## config.mk

```make
export PLATFORM = sky130hd
export DESIGN_NAME = map_sram_arbiter
export DESIGN_NICKNAME = d
export VERILOG_FILES = /design/src/rtl/map_sram_pkg.sv /design/src/rtl/map_sram_arbiter_rd_tag_pipe.sv /design/src/rtl/map_sram_arbiter.sv
export SDC_FILE = /design/constraint.sdc
export NUM_CORES = 1
export LEC_CHECK = 0
export ABC_CLOCK_PERIOD_IN_PS = 9400
export BUFFER_PORTS_ARGS = -buffer_cell sky130_fd_sc_hd__buf_4
export CORE_AREA = 2 2 686 688
export CTS_BUF_LIST = sky130_fd_sc_hd__clkbuf_16
export DETAILED_ROUTE_END_ITERATION = 10
export DIE_AREA = 0 0 688 690
export GPL_ROUTABILITY_DRIVEN = 1
export PLACE_DENSITY = 0.3
export SKIP_LAST_GASP = 1
export SYNTH_ARGS = -nofsm -noshare
export SYNTH_HDL_FRONTEND = slang
export SYNTH_HIERARCHICAL = 1
export SYNTH_SLANG_ARGS = --single-unit
export TNS_END_PERCENT = 5
```

## constraint.sdc

```tcl
create_clock -name clk -period 9.4 [get_ports clk]
set_input_delay 0.47 -clock clk [delete_from_list [all_inputs] [get_ports clk]]
set_output_delay 0.47 -clock clk [all_outputs]
set_load 0.005 [all_outputs]
```

## src/rtl/map_sram_pkg.sv

```systemverilog
// Shared widths, port ids and read-tag type for the feature-map SRAM arbiter.
package map_sram_pkg;

  localparam int unsigned ADDR_W = 9;
  localparam int unsigned DATA_W = 288;

  localparam logic PORT_A = 1'b0;
  localparam logic PORT_B = 1'b1;

  typedef struct packed {
    logic valid;
    logic port;
  } rd_tag_t;

endpackage

```

## src/rtl/map_sram_arbiter_rd_tag_pipe.sv

```systemverilog
// Read-tag shift register: tracks which port owns each in-flight SRAM read so the
// return can be steered back to it exactly READ_LATENCY cycles after issue.
module rd_tag_pipe
  import map_sram_pkg::*;
#(
  parameter int unsigned READ_LATENCY = 1
) (
  input  logic clk,
  input  logic rst,
  input  logic i_tag_valid,
  input  logic i_tag_port,
  output logic o_a_rvalid,
  output logic o_b_rvalid,
  output logic o_any_valid
);

  rd_tag_t r_pipe [READ_LATENCY];
  rd_tag_t w_tag_in;
  rd_tag_t w_tag_out;

  assign w_tag_in.valid = i_tag_valid;
  assign w_tag_in.port  = i_tag_port;
  assign w_tag_out      = r_pipe[READ_LATENCY-1];

  always_ff @(posedge clk or posedge rst) begin
    if (rst) begin
      for (int i = 0; i < int'(READ_LATENCY); i++) begin
        r_pipe[i] <= '0;
      end
    end else begin
      r_pipe[0] <= w_tag_in;
      for (int i = 1; i < int'(READ_LATENCY); i++) begin
        r_pipe[i] <= r_pipe[i-1];
      end
    end
  end

  always_comb begin
    o_any_valid = 1'b0;
    for (int i = 0; i < int'(READ_LATENCY); i++) begin
      o_any_valid = o_any_valid | r_pipe[i].valid;
    end
  end

  assign o_a_rvalid = w_tag_out.valid & (w_tag_out.port == PORT_A);
  assign o_b_rvalid = w_tag_out.valid & (w_tag_out.port == PORT_B);

endmodule

```

## src/rtl/map_sram_arbiter.sv

```systemverilog
// Round-robin arbiter with burst lock sharing the single-port feature-map SRAM
// between the UART map loader (port A) and the LeNet engine (port B).
module map_sram_arbiter
  import map_sram_pkg::*;
#(
  parameter int unsigned ADDR_W       = map_sram_pkg::ADDR_W,
  parameter int unsigned DATA_W       = map_sram_pkg::DATA_W,
  parameter int unsigned READ_LATENCY = 1
) (
  input  logic              clk,
  input  logic              rst,
  input  logic              a_req,
  input  logic              a_we,
  input  logic              a_lock,
  input  logic [ADDR_W-1:0] a_addr,
  input  logic [DATA_W-1:0] a_wdata,
  output logic              a_gnt,
  output logic              a_rvalid,
  output logic [DATA_W-1:0] a_rdata,
  input  logic              b_req,
  input  logic              b_we,
  input  logic              b_lock,
  input  logic [ADDR_W-1:0] b_addr,
  input  logic [DATA_W-1:0] b_wdata,
  output logic              b_gnt,
  output logic              b_rvalid,
  output logic [DATA_W-1:0] b_rdata,
  output logic              sram_ena,
  output logic              sram_wea,
  output logic [ADDR_W-1:0] sram_addra,
  output logic [DATA_W-1:0] sram_din,
  input  logic [DATA_W-1:0] sram_douta,
  output logic              busy
);

  logic              w_gnt;
  logic              w_lock_hold;
  logic              w_gnt_port;
  logic              w_gnt_we;
  logic              w_gnt_lock;
  logic [ADDR_W-1:0] w_gnt_addr;
  logic [DATA_W-1:0] w_gnt_wdata;
  logic              w_a_rvalid;
  logic              w_b_rvalid;
  logic              w_tag_busy;

  logic              r_ptr;
  logic              r_lock_vld;
  logic              r_lock_port;
  logic              r_ena;
  logic              r_wea;
  logic              r_port;
  logic [ADDR_W-1:0] r_addr;
  logic [DATA_W-1:0] r_din;

  // Lock only holds while the owner keeps both req and lock high.
  always_comb begin
    w_gnt       = a_req | b_req;
    w_lock_hold = r_lock_vld & ((r_lock_port == PORT_A) ? (a_req & a_lock) : (b_req & b_lock));
    if (w_lock_hold) begin
      w_gnt_port = r_lock_port;
    end else if (a_req & b_req) begin
      w_gnt_port = r_ptr;
    end else begin
      w_gnt_port = b_req ? PORT_B : PORT_A;
    end
  end

  assign w_gnt_we    = (w_gnt_port == PORT_B) ? b_we    : a_we;
  assign w_gnt_lock  = (w_gnt_port == PORT_B) ? b_lock  : a_lock;
  assign w_gnt_addr  = (w_gnt_port == PORT_B) ? b_addr  : a_addr;
  assign w_gnt_wdata = (w_gnt_port == PORT_B) ? b_wdata : a_wdata;

  assign a_gnt = w_gnt & (w_gnt_port == PORT_A);
  assign b_gnt = w_gnt & (w_gnt_port == PORT_B);

  always_ff @(posedge clk or posedge rst) begin
    if (rst) begin
      r_ptr       <= PORT_A;
      r_lock_vld  <= 1'b0;
      r_lock_port <= PORT_A;
      r_ena       <= 1'b0;
      r_wea       <= 1'b0;
      r_port      <= PORT_A;
      r_addr      <= '0;
      r_din       <= '0;
    end else begin
      r_ena       <= w_gnt;
      r_wea       <= w_gnt & w_gnt_we;
      r_port      <= w_gnt_port;
      r_lock_vld  <= w_gnt & w_gnt_lock;
      r_lock_port <= w_gnt_port;
      if (w_gnt) begin
        r_ptr  <= ~w_gnt_port;
        r_addr <= w_gnt_addr;
        r_din  <= w_gnt_wdata;
      end
    end
  end

  rd_tag_pipe #(
    .READ_LATENCY(READ_LATENCY)
  ) u_rd_tag_pipe (
    .clk        (clk),
    .rst        (rst),
    .i_tag_valid(r_ena & ~r_wea),
    .i_tag_port (r_port),
    .o_a_rvalid (w_a_rvalid),
    .o_b_rvalid (w_b_rvalid),
    .o_any_valid(w_tag_busy)
  );

  assign sram_ena   = r_ena;
  assign sram_wea   = r_wea;
  assign sram_addra = r_addr;
  assign sram_din   = r_din;
  assign busy       = r_ena | w_tag_busy;

  assign a_rvalid = w_a_rvalid;
  assign b_rvalid = w_b_rvalid;
  assign a_rdata  = w_a_rvalid ? sram_douta : '0;
  assign b_rdata  = w_b_rvalid ? sram_douta : '0;

endmodule

```

# ---- After elaboration in Yosys (flattened, before gate mapping)
# Cells that the tools add are included.
dict set report word_totals {
  regBits 304
  in_bits 890
  output_inout_bits 880
  wordCells 35
}
dict set report classes {
  muxes 10
  bitwise_logic 16
}
# operator n
set op_table {}
lappend op_table {{288-bit 2-to-1 mux} 3}
lappend op_table {{1-bit AND} 11}
lappend op_table {{9-bit 2-to-1 mux} 1}
lappend op_table {{1-bit 2-to-1 mux} 6}
lappend op_table {{1-bit NOT} 3}
lappend op_table {{1-bit OR} 2}

# ---- Longest topological paths before layout
dict set report depth {
  ltp_word 6
  mapped_depth 8
  mapped_depth_nobuf 5
}

# ---- Cells and area by module
# Netlist, hierarchy kept.
# module n_inst cells_each area_per_inst_um2 seq_area_each_um2
set by_module_without_submodules {}
lappend by_module_without_submodules {map_sram_arbiter 1 2131 19805.2 7557.2}
lappend by_module_without_submodules {rd_tag_pipe 1 5 70.1 50.0}

# ---- Worst setup path before layout
# OpenSTA, ideal clock, no wires.
dict set report synth_timing {
  path_type {reg2out}
  from {register u_rd_tag_pipe/r_pipe[0] (netlist bit)}
  to {output port a_rdata[100]}
  arrival_time_ns 1.425
  t_required_ns 8.930
  slack_ns 7.505
  path_stages_with_launch 6
  path_buffers 3
  cell_sequence {dfrtp_1 and2b_2 clkbuf_1 clkbuf_1 clkbuf_1 and2_1}
}
dict set report synth_between {
  elab_chain_cells 3
}
# item line_no
set synth_rtl {}
lappend synth_rtl {{start: declaration} map_sram_arbiter_rd_tag_pipe.sv:17} ;# rd_tag_t r_pipe [READ_LATENCY];
lappend synth_rtl {{start signal: indexed assignment} map_sram_arbiter_rd_tag_pipe.sv:33} ;# r_pipe[i] <= r_pipe[i-1];
lappend synth_rtl {{1-bit NOT} map_sram_arbiter_rd_tag_pipe.sv:45} ;# assign o_a_rvalid = w_tag_out.valid & (w_tag_out.port == PORT_A);
lappend synth_rtl {{1-bit AND} map_sram_arbiter_rd_tag_pipe.sv:45}
lappend synth_rtl {{net a_rvalid} map_sram_arbiter.sv:18} ;# output logic a_rvalid,
lappend synth_rtl {{288-bit 2-to-1 mux} map_sram_arbiter.sv:121} ;# assign a_rdata = w_a_rvalid ? sram_douta : '0;
lappend synth_rtl {{end: declaration} map_sram_arbiter.sv:19} ;# output logic [DATA_W-1:0] a_rdata,
# The timed path passes the listed nets, and every way through them passes these cells.

# ---- Worst setup path in the final report
dict set report layout_timing {
  from {input port a_lock}
  to {register r_din[96] (netlist: sram_din[96])}
}
dict set report layout_between {
  elab_chain_cells 5
}
# item line_no
set layout_rtl {}
lappend layout_rtl {{start: declaration} map_sram_arbiter.sv:14} ;# input logic a_lock,
lappend layout_rtl {{1-bit AND} map_sram_arbiter.sv:59} ;# w_lock_hold = r_lock_vld & ((r_lock_port == PORT_A) ? (a_req & a_lock) : (b_req & b_lock));
lappend layout_rtl {{1-bit 2-to-1 mux} map_sram_arbiter.sv:59}
lappend layout_rtl {{1-bit AND} map_sram_arbiter.sv:59}
lappend layout_rtl {{1-bit 2-to-1 mux} map_sram_arbiter.sv:60} ;# if (w_lock_hold) begin
lappend layout_rtl {{288-bit 2-to-1 mux} map_sram_arbiter.sv:72} ;# assign w_gnt_wdata = (w_gnt_port == PORT_B) ? b_wdata : a_wdata;
lappend layout_rtl {{end signal: assignment} map_sram_arbiter.sv:96} ;# r_din <= w_gnt_wdata;
lappend layout_rtl {{end: declaration} map_sram_arbiter.sv:54} ;# logic [DATA_W-1:0] r_din;
# No other way between the ends.
# A chain may end at the register's enable or synchronous reset.

==> results.md <==
* Internal power at 3810 uW
* Mapped Nets at 3026
* Worst Tran Pin Value at 1.12 ns
* Post-Synthesis Cells at around 2100
* GRT Overall Usage at 14.3%
* WP buf/inv at 6
* CP Launch Type: input port
* Total Power at 6440 uW
* Pwr per Cell Area at ~140 mW/mm^2
* Vias at about 28000
* Number of H-tree levels at 2
* Clk_skew at 0.0582 ns
* Main combinational cell family by area after synthesis: simple AND/OR/NAND/NOR gates
* Iter 0 DRT Violations at 1745
* Post-DP HPWL at 315000 um
* Sw frac at 40.8%
* Residual DRC at 0
* Die area at ~0.47 sq mm
* Drt first pass iters at 5
* Final hold vios at 0
* Residual overflow from global routing at 0
* WL/cell at ~33 um
* Share of cells above drive strength 1 at 47.8%
* Gate power share at roughly 45%
* Drt total wl at ~350000 um
* P_leak at between 0.02 and 0.025 uW
* Hold endpoint: sram_din[45]
* Most frequent cell after synthesis: and2_1
* Register area share after synthesis at between 30% and 40%
* Setup TNS after final layout at 0 ns
* HP Start: b_wdata[45]
* Synth top area cells: dfrtp_1 (38%), and2_1 (18%), mux2_2 (8.3%)
* Compound-gate portion of the synthesized area at 17.1%
* YS warnings at 6
* Post-synth EDFFs at 0
* First-pass GRT wire length at 419000 um
* Final antenna-violating net count at 0
* Vias in the first global route at 28300
* Syn Area/Cell at a little over 9 sq um
* Clock Power Share at 29.1%
* Sequential power share at 25.9%
* Req. time, crit path at 10.06 ns
* Final RePlAce weighted congestion at around 0.95
* Crit share post-route at 45.5%
* Top cell by count, worst path: buf_4
* CTS max path bufs at 3
* Min-delay worst type: in2reg
* Proportion of synthesized area in mux cells at 15.9%
* Vert. Die Dim at 690 um
* Critical Path Max Stage Delay at 0.83 ns
* Root buf cell: clkbuf_16
* CP Class: in2reg
* RSZ-0062 raised after global routing: no
* Fillers at 54400
* #FFs+latches synth at 304
* Initial Utilization at 4.26%
* Clk sinks at 304
* Max Freq at about 0.23 GHz
* Rel. slew slack at ~25%
* Clk pin slew, worst setup/hold paths at 0.06 ns
* Worst-path cell chain: dlygate4sd3_1 -> buf_4 -> a21bo_1 -> o211ai_4 -> buf_4 -> buf_4 -> buf_4 -> o22ai_1 -> a21oi_1 -> dlygate4sd3_1
* CTS Buf Count at 50
* FF/Latch Area at 0.00761 sq mm
* DIE WIDTH at 688 um
* Setup Buffers After CTS at 0
* Area Growth Syn to Fin at 138%
* Yosys cell types at 26
* Fin nets at 5208
* Predominant post-synthesis flop cell: dfrtp_1
* Post-Synth Simple-Gate Area at between 20% and 30%
* Initial antenna violation count at 173
* Crit. End Element: register
* Top cells by count, synth: and2_1 (576), dfrtp_1 (304), inv_1 (151), mux2i_1 (150), nand2_1 (150)
* Sw Pwr at approximately 2600 uW
* Total core area at 0.467 sq mm
* CP max FO at 76
* Reg2Reg Depth at 8
* FF-to-FF setup slack at 5.16 ns
* # setup viols final at 0
* Critical-path top delay cell: buf_4
* Row count at 251
* Worst vdd ir at 106 uV
* CTS tree: built
* RR Startpoint: r_ptr
* Reg2reg end: sram_din[96]
* Fraction of registers with async set/reset at between 90% and 100%
* Largest net degree at the start of global routing at 139
* Ports at 1770
* Max-cap violations at 0
* Arr. time, crit path at ~4.9 ns
* Post-Synth Adder-Cell Area at 0%
* Hold Path Stages at 3
* IO Port Bufs at 1769
* Pins Over Slew Limit at 0
* Xor and xnor fraction of the mapped netlist area at 0%
* Area leader, netlist: dfrtp_1
* Post-route minimum period at 4.28 ns
* Area of the multi-input gates at 0.0108 sq mm
* Crit-path leading delay family: buffers and inverters
* Vias per cell at 2.63
* Area share of the largest cell type after synthesis at 38.3%
* Post-Syn Area at 0.0199 sq mm
* Status: finished, final reports clean
* Worst-skew pair later-pin latency at ~0.72 ns
## cells in the final DEF, fill, tap and decap left out, types with 2 or more instances in the layout
cell           count
a21oi_1          149
and2_1           576
mux2_2           147
buf_8              2
buf_12             2
buf_4           1795
clkinv_1           9
bufinv_16          2
dlygate4sd3_1    527
a22o_1             2
clkinvlp_4         3
clkbuf_16         50
inv_6              5
dfrtp_1          304
or2_2              2
clkinv_2           4
clkinv_4           2
inv_1            165
o221a_2           61
mux2i_1          150
o221a_1           89
diode_2           65
nand2_1          150
inv_8              2
nor2_1             3
o22ai_1          147
## flip-flops by register name, indices dropped and copies added, names as in the netlist
register,cells
r_lock_vld,1
r_port,1
r_ptr,1
sram_addra,9
sram_din,288
sram_ena,1
sram_wea,1
u_rd_tag_pipe/o_any_valid,1
u_rd_tag_pipe/r_pipe,1
## cells by family after synthesis
family / after synthesis
compound gates: 451
buf+inv: 349
flops: 304
mux: 297
simple gates: 735
## routing by layer
layer | vias to the layer above | global-route usage (%) | wire [um]
met3 | 387 | 4.47 | 27600
met4 | 60 | 4.57 | 14400
met1 | 14100 | 16.2 | 138000
met5 | - | 0 | 417
li1 | 11800 | - | -
met2 | 1451 | 25.3 | 173000
## worst register-to-register path: cells and delay by family (launching register included)
| family | cells | cell delay, ns |
|---|---|---|
| AO/OA/AOI/OAI | 4 | 0.91 |
| buffers and inverters | 4 | 2.92 |
| flip-flops | 1 | 0.36 |
## per-stage QoR
stage	setup WS, ns	std cells	area (sq um)	hold slack [ns]	util, %
2_1_floorplan	0.584	2136	19900	0.211	-
6_report	5.12	10600	47300	0.0784	10.1
4_1_cts	5.17	10600	47100	0.000173	10.1
5_1_grt	4.92	10600	47200	0.0517	10.1
3_5_place_dp	5.22	9937	40300	0.368	8.64
3_3_place_gp	5.24	9937	40300	0.378	8.64
## final cells by class
type / instances / share of cell area [%]
repair buffers: 2326 / 39.8
multi-input cells: 1483 / 22.8
well taps: 6198 / 16.4
flip-flops and latches: 304 / 16.1
clock buffers: 50 / 2.65
inverters: 153 / 1.26
clock inverters: 40 / 0.582
diodes: 65 / 0.344
## how the worst max path moves through the flow
stage | start | endpoint | cells past startpoint
final | a_lock | sram_din[96] | 10
after global routing | r_lock_vld | sram_din[88] | 8
after CTS | r_ptr | sram_din[64] | 8
after detailed placement | a_req | sram_din[32] | 7
after global placement | a_req | sram_din[26] | 7
after floorplan | rst | r_lock_vld | 1
## timing repair
item                      CTS  global route
gates resized for setup     0             0
hold endpoints to repair  363             0
hold buffers              527             0
## power by group through the flow
stage	Clock, uW	Combinational (uW)	Sequential (uW)
after detailed placement	0	2670	1690
after CTS	1970	3010	1670
after global placement	0	2670	1690
after floorplan	0	694	1630
after global routing	2000	3090	1690
final	1870	2900	1670
Note: power is estimated with default switching activity, not from simulation.
